## src/rtl/bist_response_analyzer_if.sv

```systemverilog
// Bundle between a memory BIST read engine and the response analyzer.
//
// Handshake: rd_valid qualifies rd_addr/rd_data. There is no ready; the
// analyzer takes exactly one word on every rising clk edge where it is in
// RUN and rd_valid=1. Words presented in IDLE or DONE are dropped, and so is
// a word presented in the same cycle as start. start is a single-cycle pulse.
// seed_value, invert and num_words are sampled only on that cycle.
interface bist_response_analyzer_if #(
  parameter int WIDTH      = 32,
  parameter int ADDR_WIDTH = 10,
  parameter int ERR_WIDTH  = 16
) ();
  logic                  start;
  logic [WIDTH-1:0]      seed_value;
  logic                  invert;
  logic [ADDR_WIDTH:0]   num_words;
  logic                  rd_valid;
  logic [ADDR_WIDTH-1:0] rd_addr;
  logic [WIDTH-1:0]      rd_data;
  logic                  busy;
  logic                  done;
  logic                  pass;
  logic [ERR_WIDTH-1:0]  err_count;
  logic [ADDR_WIDTH-1:0] fail_addr;
  logic [WIDTH-1:0]      fail_data;
  logic [WIDTH-1:0]      fail_exp;
  logic [WIDTH-1:0]      signature;

  // Read engine / controller side
  modport master (
    output start, seed_value, invert, num_words, rd_valid, rd_addr, rd_data,
    input  busy, done, pass, err_count, fail_addr, fail_data, fail_exp, signature
  );

  // Analyzer side
  modport slave (
    input  start, seed_value, invert, num_words, rd_valid, rd_addr, rd_data,
    output busy, done, pass, err_count, fail_addr, fail_data, fail_exp, signature
  );
endinterface

```

## src/rtl/bist_response_analyzer.sv

```systemverilog
// Memory BIST response analyzer. It regenerates the expected data pattern
// with a 32-bit LFSR and compares every accepted read word against it. It
// keeps a saturating mismatch count, records the first failing word, and
// compacts all accepted words into a MISR signature. The LFSR and MISR
// feedback taps (31, 21, 1, 0) only make sense for WIDTH=32.
module bist_response_analyzer #(
  parameter int          WIDTH      = 32,
  parameter logic [31:0] SEED       = 32'hACE1_CAFE,
  parameter int          ADDR_WIDTH = 10,
  parameter int          ERR_WIDTH  = 16
) (
  input  logic                    clk,
  input  logic                    rst_n,
  bist_response_analyzer_if.slave bus,
  output logic [1:0]              o_dbg_state
);

  localparam logic [1:0] S_IDLE = 2'd0;
  localparam logic [1:0] S_RUN  = 2'd1;
  localparam logic [1:0] S_DONE = 2'd2;

  logic [1:0]            r_state;
  logic [WIDTH-1:0]      r_exp;
  logic                  r_invert;
  logic [ADDR_WIDTH:0]   r_num_words;
  logic [ADDR_WIDTH:0]   r_word_cnt;
  logic [ERR_WIDTH-1:0]  r_err_count;
  logic [ADDR_WIDTH-1:0] r_fail_addr;
  logic [WIDTH-1:0]      r_fail_data;
  logic [WIDTH-1:0]      r_fail_exp;
  logic [WIDTH-1:0]      r_sig;
  logic                  r_busy;
  logic                  r_done;
  logic                  r_pass;

  logic [WIDTH-1:0]      w_cmp;
  logic                  w_mismatch;
  logic                  w_accept;
  logic                  w_last;
  logic [WIDTH-1:0]      w_exp_next;
  logic [WIDTH-1:0]      w_sig_next;

  // Compare value, next LFSR/MISR states and the word-accept qualifier
  always_comb begin
    w_cmp      = r_invert ? ~r_exp : r_exp;
    w_mismatch = (bus.rd_data != w_cmp);
    w_accept   = (r_state == S_RUN) && bus.rd_valid && !bus.start;
    w_last     = (r_word_cnt == (r_num_words - 1'b1));
    w_exp_next = {r_exp[WIDTH-2:0], r_exp[31] ^ r_exp[21] ^ r_exp[1] ^ r_exp[0]};
    w_sig_next = {r_sig[WIDTH-2:0], r_sig[31] ^ r_sig[21] ^ r_sig[1] ^ r_sig[0]}
                 ^ bus.rd_data;
  end

  // FSM, pattern generator, error capture and signature compaction
  always_ff @(posedge clk or negedge rst_n) begin
    if (!rst_n) begin
      r_state     <= S_IDLE;
      r_exp       <= SEED[WIDTH-1:0];
      r_invert    <= 1'b0;
      r_num_words <= '0;
      r_word_cnt  <= '0;
      r_err_count <= '0;
      r_fail_addr <= '0;
      r_fail_data <= '0;
      r_fail_exp  <= '0;
      r_sig       <= '0;
      r_busy      <= 1'b0;
      r_done      <= 1'b0;
      r_pass      <= 1'b0;
    end else if (bus.start) begin
      // start wins in every state, including an abort of a run in flight
      r_exp       <= bus.seed_value;
      r_invert    <= bus.invert;
      r_num_words <= bus.num_words;
      r_word_cnt  <= '0;
      r_err_count <= '0;
      r_fail_addr <= '0;
      r_fail_data <= '0;
      r_fail_exp  <= '0;
      r_sig       <= '0;
      if (bus.num_words == '0) begin
        r_state <= S_DONE;
        r_busy  <= 1'b0;
        r_done  <= 1'b1;
        r_pass  <= 1'b1;
      end else begin
        r_state <= S_RUN;
        r_busy  <= 1'b1;
        r_done  <= 1'b0;
        r_pass  <= 1'b0;
      end
    end else if (w_accept) begin
      r_exp      <= w_exp_next;
      r_sig      <= w_sig_next;
      r_word_cnt <= r_word_cnt + 1'b1;
      if (w_mismatch) begin
        if (r_err_count != '1) begin
          r_err_count <= r_err_count + 1'b1;
        end
        // A zero count means no mismatch yet, because saturation never wraps
        if (r_err_count == '0) begin
          r_fail_addr <= bus.rd_addr;
          r_fail_data <= bus.rd_data;
          r_fail_exp  <= w_cmp;
        end
      end
      if (w_last) begin
        r_state <= S_DONE;
        r_busy  <= 1'b0;
        r_done  <= 1'b1;
        r_pass  <= (r_err_count == '0) && !w_mismatch;
      end
    end
  end

  assign bus.busy      = r_busy;
  assign bus.done      = r_done;
  assign bus.pass      = r_pass;
  assign bus.err_count = r_err_count;
  assign bus.fail_addr = r_fail_addr;
  assign bus.fail_data = r_fail_data;
  assign bus.fail_exp  = r_fail_exp;
  assign bus.signature = r_sig;
  assign o_dbg_state   = r_state;

endmodule
```

## src/flat_wrapper.sv

```systemverilog
// flat-port wrapper written by rule: the top's interface ports become plain ports
module bist_response_analyzer_flat 
#(
  parameter int          WIDTH      = 32,
  parameter logic [31:0] SEED       = 32'hACE1_CAFE,
  parameter int          ADDR_WIDTH = 10,
  parameter int          ERR_WIDTH  = 16
)
  (clk, rst_n, o_dbg_state, bus_start, bus_seed_value, bus_invert, bus_num_words, bus_rd_valid, bus_rd_addr, bus_rd_data, bus_busy, bus_done, bus_pass, bus_err_count, bus_fail_addr, bus_fail_data, bus_fail_exp, bus_signature);
  bist_response_analyzer_if #(.WIDTH(WIDTH), .ADDR_WIDTH(ADDR_WIDTH), .ERR_WIDTH(ERR_WIDTH)) bus_i ();
  input  logic clk;
  input  logic rst_n;
  output logic [1:0] o_dbg_state;
  input wire logic [$bits(bus_i.start)-1:0] bus_start;
  input wire logic [$bits(bus_i.seed_value)-1:0] bus_seed_value;
  input wire logic [$bits(bus_i.invert)-1:0] bus_invert;
  input wire logic [$bits(bus_i.num_words)-1:0] bus_num_words;
  input wire logic [$bits(bus_i.rd_valid)-1:0] bus_rd_valid;
  input wire logic [$bits(bus_i.rd_addr)-1:0] bus_rd_addr;
  input wire logic [$bits(bus_i.rd_data)-1:0] bus_rd_data;
  output wire logic [$bits(bus_i.busy)-1:0] bus_busy;
  output wire logic [$bits(bus_i.done)-1:0] bus_done;
  output wire logic [$bits(bus_i.pass)-1:0] bus_pass;
  output wire logic [$bits(bus_i.err_count)-1:0] bus_err_count;
  output wire logic [$bits(bus_i.fail_addr)-1:0] bus_fail_addr;
  output wire logic [$bits(bus_i.fail_data)-1:0] bus_fail_data;
  output wire logic [$bits(bus_i.fail_exp)-1:0] bus_fail_exp;
  output wire logic [$bits(bus_i.signature)-1:0] bus_signature;
  assign bus_i.start = bus_start;
  assign bus_i.seed_value = bus_seed_value;
  assign bus_i.invert = bus_invert;
  assign bus_i.num_words = bus_num_words;
  assign bus_i.rd_valid = bus_rd_valid;
  assign bus_i.rd_addr = bus_rd_addr;
  assign bus_i.rd_data = bus_rd_data;
  assign bus_busy = bus_i.busy;
  assign bus_done = bus_i.done;
  assign bus_pass = bus_i.pass;
  assign bus_err_count = bus_i.err_count;
  assign bus_fail_addr = bus_i.fail_addr;
  assign bus_fail_data = bus_i.fail_data;
  assign bus_fail_exp = bus_i.fail_exp;
  assign bus_signature = bus_i.signature;
  bist_response_analyzer #(.WIDTH(WIDTH), .SEED(SEED), .ADDR_WIDTH(ADDR_WIDTH), .ERR_WIDTH(ERR_WIDTH)) u_core (.clk(clk), .rst_n(rst_n), .bus(bus_i), .o_dbg_state(o_dbg_state));
endmodule
```

## config.mk

```make
export PLATFORM = sky130hd
export DESIGN_NAME = bist_response_analyzer_flat
export DESIGN_NICKNAME = d
export VERILOG_FILES = /design/src/rtl/bist_response_analyzer_if.sv /design/src/rtl/bist_response_analyzer.sv /design/src/flat_wrapper.sv
export SDC_FILE = /design/constraint.sdc
export NUM_CORES = 1
export LEC_CHECK = 0
export BUFFER_PORTS_ARGS = -buffer_cell sky130_fd_sc_hd__buf_2
export CAP_MARGIN = 20
export CORE_MARGIN = 2
export CORE_UTILIZATION = 50
export CTS_BUF_LIST = sky130_fd_sc_hd__clkbuf_4 sky130_fd_sc_hd__clkbuf_8
export DETAILED_ROUTE_END_ITERATION = 16
export PLACE_DENSITY = 0.85
export RECOVER_POWER = 50
export SYNTH_ARGS = -nofsm -noshare
export SYNTH_HDL_FRONTEND = slang
export SYNTH_SLANG_ARGS = --single-unit
```

## constraint.sdc

```tcl
create_clock -name clk -period 4.45 [get_ports clk]
set_input_delay 0.6675 -clock clk [delete_from_list [all_inputs] [get_ports clk]]
set_output_delay 0.6675 -clock clk [all_outputs]
set_load 0.05 [all_outputs]
```

Word level (Yosys, flattened, before mapping)
Cells that the tools add are included.
{"block": "op_classes", "add_sub_neg": 3, "eq_ne": 4, "n_mux": 38, "bitwise_logic": 8, "reduce_logical": 15}
{"operator": "$mux W32", "count": 13}
{"operator": "$mux W16", "count": 4}
{"operator": "$mux W10", "count": 4}
{"operator": "$ne A32 B32 Y1", "count": 1}
{"operator": "$not A32 Y32", "count": 1}
{"operator": "$xor A32 B32 Y32", "count": 1}
{"operator": "$mux W11", "count": 2}
{"operator": "$add A16 B1 Y16 const B", "count": 1}
{"operator": "$logic_not A16 Y1", "count": 1}
{"operator": "$ne A16 B16 Y1 const B", "count": 1}
{"operator": "$add A11 B1 Y11 const B", "count": 1}
{"operator": "$eq A11 B11 Y1", "count": 1}
{"operator": "$logic_not A11 Y1", "count": 1}
{"operator": "$mux W1", "count": 11}
{"operator": "$sub A11 B1 Y11 const B", "count": 1}
{"operator": "$reduce_bool A2 Y1", "count": 5}
{"operator": "$mux W2", "count": 4}
{"operator": "$reduce_and A3 Y1", "count": 2}
{"operator": "$xor A1 B1 Y1", "count": 6}
{"operator": "$logic_and A1 B1 Y1", "count": 3}
{"operator": "$eq A2 B1 Y1 const B", "count": 1}
{"operator": "$logic_not A1 Y1", "count": 2}
{"operator": "$reduce_and A2 Y1", "count": 1}
{"block": "word_totals", "register_bits": 182, "input_bits": 90, "out_inout_bits": 127, "wordCells": 81}

Depth between registers and ports, before layout
{"block": "logic_depth", "word_depth": 8, "mapped_depth": 11, "mapped_depth_nobuf": 9}

Least setup slack after synthesis
Ideal clock, no wire load.
{"block": "synth_path", "path_type": "input-to-reg", "startpoint": "input port bus_rd_data[20]", "endpoint": "register u_core.r_err_count[8], in the netlist u_core.bus.err_count[8]", "setup_ns": 0.128, "arrival_ns": 2.528, "required_time_ns": 4.322, "slack_ns": 1.794, "path_stages": 9, "n_path_buf": 2, "path_cell_list": "xnor2_1 > nand2_1 > or4_1 > a2111oi_0 > and4_1 > buf_4 > buf_6 > nor4_1 > mux2_1"}
{"block": "synth_between", "elab_chain_len": 3}
{"element": "start: declaration", "line_no": "flat_wrapper.sv:20", "source": "input wire logic [$bits(bus_i.rd_data)-1:0] bus_rd_data;"}
{"element": "$ne A32 B32 Y1", "line_no": "bist_response_analyzer.sv:46", "source": "w_mismatch = (bus.rd_data != w_cmp);"}
{"element": "$reduce_bool A2 Y1 (no source line)"}
{"element": "$reduce_and A3 Y1 (no source line)"}
{"element": "end signal: assignment", "line_no": "bist_response_analyzer.sv:98", "source": "r_err_count <= r_err_count + 1'b1;"}
{"element": "end: declaration", "line_no": "bist_response_analyzer.sv:27", "source": "logic [ERR_WIDTH-1:0] r_err_count;"}
Every way passes these cells.
A chain may end at the register's enable or synchronous reset.

Final worst setup path
{"block": "layout_path", "startpoint": "register u_core.r_invert", "endpoint": "register u_core.r_fail_exp[24], in the netlist u_core.bus.fail_exp[24]"}
{"block": "layout_between", "elab_chain_len": 5, "elab_cells_between_ends": 8, "classes_between": "eq/ne: 1; mux: 5; reduce/logical: 2"}
{"element": "start: declaration", "line_no": "bist_response_analyzer.sv:24", "source": "logic r_invert;"}
{"element": "start signal: assignment", "line_no": "bist_response_analyzer.sv:73", "source": "r_invert <= bus.invert;"}
{"element": "$mux W32 (*)", "line_no": "bist_response_analyzer.sv:45", "source": "w_cmp = r_invert ? ~r_exp : r_exp;"}
{"element": "parallel branches: the longest is 4 deep, another holds $ne A32 B32 Y1"}
{"element": "end signal: assignment", "line_no": "bist_response_analyzer.sv:104", "source": "r_fail_exp <= w_cmp;"}
{"element": "end: declaration", "line_no": "bist_response_analyzer.sv:30", "source": "logic [WIDTH-1:0] r_fail_exp;"}
Every way passes the cells marked *. The select of a mux whose other input is x is not followed.

==> run summary <==
Post-Syn Area per Cell: 9.846 um^2
leading cell type by number of instances after synthesis: sky130_fd_sc_hd__dfrtp_1
setup repair after global routing missed its margin: false
net count reported at finish: 1230
number of distinct library cell variants in the gate-level netlist after synthesis: 55
count of buffers from port buffering: 216
CTS HTree Levels: 4
sort of element at the end of the critical path: flip-flop
Cells after Synth: 974
total via count in the routed design: 8019
static leakage: 4.928 nW
met2 Track Usage GR: 39.52%
Top FF cell, synth: sky130_fd_sc_hd__dfrtp_1
starting density of the core: 51.10%
# resized after CTS: 0
total detailed-routing wirelength: 25.02 mm
final estimated routing congestion in global placement: 0.8477
ranking of synthesized cells by instance count: sky130_fd_sc_hd__dfrtp_1 (161), sky130_fd_sc_hd__o21ai_0 (118), sky130_fd_sc_hd__xnor2_1 (94), sky130_fd_sc_hd__o41ai_1 (74), sky130_fd_sc_hd__nor2_1 (63)
Die Span Y: 142.5 um
total number of placement rows: 50
area added between synthesis and finish: 15.36%
cts bufs inserted: 17
setup bufs post-CTS: 0
number of routed nets with antenna violations: 0
GRT busiest layer: met2
Max transition margin: -113.1%
total global routing overflow: 0
count of fill cells added during filler insertion: 1576
largest driver fanout on the critical path: 62
clock tree from TritonCTS: yes
Max Slew Vio Count: 238
die width: 142.5 um
violated checks: capacitance limit, slew limit
pin count of the biggest net entering global routing: 126
startpoint kind of the worst setup timing path: flip-flop
power density over the cells: 391.1 nW/um^2
Max Fclk: 275.2 MHz
final clock period utilization by the worst path: 81.67%
end-of-flow core utilization: 58.95%
MaxCap Viol Count: 2
share of async-settable or async-resettable flops after synthesis: 100.0%
sequential element share of the synthesized area: 47.21%
post-synth design cell area: 9590 um^2
core box area: 18770 um^2
largest area contributor in the synthesized netlist: sky130_fd_sc_hd__dfrtp_1
Longest Clk Path Bufs: 2
clk root buf: sky130_fd_sc_hd__clkbuf_8
floorplan die area: 20300 um^2
clock transition at the registers of the reported paths: 0.10 ns
synthesized net count: 1068
Total Negative Setup Slacks: 0 ns
layout cell share with drive strength beyond 1: 23.15%
CTS sink cnt: 180
CP Class: reg -> reg
Least-Margin Pin Slew: 3.197 ns
share of the synthesized area in the top cell type: 42.01%
Final HPWL DP: 17.45 mm
worst path required time: 4.79 ns
top area cells in the synthesized netlist: sky130_fd_sc_hd__dfrtp_1 (42%), sky130_fd_sc_hd__xnor2_1 (8.6%), sky130_fd_sc_hd__o41ai_1 (6.8%), sky130_fd_sc_hd__o21ai_0 (6.2%), sky130_fd_sc_hd__dfstp_2 (5.2%)
initial antenna violation count: 3
number of hold-repair buffers added at the cts stage: 0
register bit count reported by yosys: 180
WL per Instance: 18.06 um
top-level port count: 217
worst clock skew: 0.01686 ns
overall power: 4.326 mW
number of flops mapped to enable cells by yosys: 0
detailed router's first-iteration violation count: 569
maximum vdd ir drop: 0.2037 mV
global-route total usage across every layer: 24.72%
first-pass GRT wire length: 39.42 mm
number of optimization iterations in the first detailed-route pass: 7
Setup-failing EPs final: 0
met1 routing resource usage after global routing: 33.61%
time the final worst path needs with I/O delays and setup: 3.634 ns
multi-input combinational cell area: 4514 um^2
grt met3 use: 6.326%
Hold Violations, Final: 0
result of the run: finished, violations left
area used by sequential logic in the layout: 4529 um^2
vias in the first global route: 7462
DRC violations left: 0
Arrival @ worst endpoint: 3.98 ns
ratio of routed vias to standard cells: 5.790
clock network latency to the later pin of the worst-skew pair: 0.47 ns
warning count from the yosys run: 0
worst hold path class: in -> reg
[worst max-delay path: stages, from the launching register on]
cell	delay, ns
sky130_fd_sc_hd__dfrtp_2	0.87
sky130_fd_sc_hd__xnor2_2	0.17
sky130_fd_sc_hd__xnor2_1	0.15
sky130_fd_sc_hd__or4_1	0.54
sky130_fd_sc_hd__a2111oi_0	0.39
sky130_fd_sc_hd__and4_4	0.51
sky130_fd_sc_hd__buf_4	0.53
sky130_fd_sc_hd__o21ai_0	0.20
sky130_fd_sc_hd__o41ai_1	0.10
[routing by layer]
layer	up-vias	share of wire, %
li1	3812	-
met1	3866	43
met2	307	48
met3	32	7.5
met4	2	1.9
met5	-	0.028
[layout by cell type, fill, tap and decap left out, drive strengths merged, types with 3 or more instances in the layout]
master	instances
buf	192
dfrtp	161
o21ai	122
xnor2	96
o41ai	74
nor2	63
clkbuf	59
nand2	56
inv	51
mux2i	35
a211oi	31
xor2	23
dfstp	19
mux2	19
nand3	16
nor4	15
a21oi	12
nand4	10
nor2b	10
or3	10
nor3	7
and3	7
or4	4
a2111oi	4
ha	4
and4	4
o22ai	3
o21a	3
nor3b	3
nand2b	3
clkinvlp	3
clkinv	3
[per-stage QoR]
step / setup WS [ns] / instance area, um^2 / std cells / hold WS, ns
after floorplan: 1.794 / 9590 / 974 / 0.3719
after global placement: 0.9585 / 10720 / 1351 / 0.4823
after detailed placement: 0.9106 / 10720 / 1351 / 0.4862
after CTS: 0.8910 / 11120 / 1383 / 0.3712
after global routing: 0.4850 / 11060 / 1384 / 0.3834
final: 0.8157 / 11060 / 1385 / 0.4008
[cell families after synthesis]
| logic type | Yosys count | share of synthesized area [%] |
|---|---|---|
| AOI/OAI and AO/OA | 264 | 18.21 |
| xor gates and xnor gates | 119 | 11.02 |
| adders and majority gates | 4 | 0.5219 |
| buffers and inverters | 135 | 5.910 |
| DFF | 180 | 47.21 |
| muxes | 54 | 5.884 |
| and+or+nand+nor | 218 | 11.23 |
[flip-flops by register name, summed over array words and instances (netlist names), 10 cells and up]
register              flops
u_core.bus.fail_addr     10
u_core.r_word_cnt        11
u_core.bus.fail_data     32
u_core.bus.fail_exp      32
u_core.bus.signature     32
u_core.r_num_words       11
u_core.bus.err_count     16
u_core.r_exp             32
[power by group]
group          switching (mW)  leakage [nW]  internal [mW]
Combinational           0.843          2.43          0.363
Clock                   0.590         0.198          0.552
Sequential              0.165          2.30           1.81
[worst paths after layout]
path	start	cells after the start	slack (ns)	end
hold / removal	bus_seed_value[10]	3	0.40	u_core.r_exp[10]
hold reg to reg	u_core.bus.fail_addr[9]	2	0.51	u_core.bus.fail_addr[9]
max in group asynchronous	rst_n	1	1.13	u_core.r_invert
setup / recovery	u_core.r_invert	8	0.82	u_core.bus.fail_exp[24]
setup reg to reg	u_core.r_invert	8	0.82	u_core.bus.fail_exp[24]
min in group asynchronous	rst_n	1	1.26	u_core.bus.err_count[0]
[cell type report]
type,count,area share (%)
clock inverter,8,0.9500
clock buffer,24,2.646
multi-input combinational,659,40.81
inverter,51,1.730
antenna,2,0.04524
tap,234,2.646
sequential,180,40.94
timing repair buffer,227,10.24
Power figures use the tool's default switching activity.
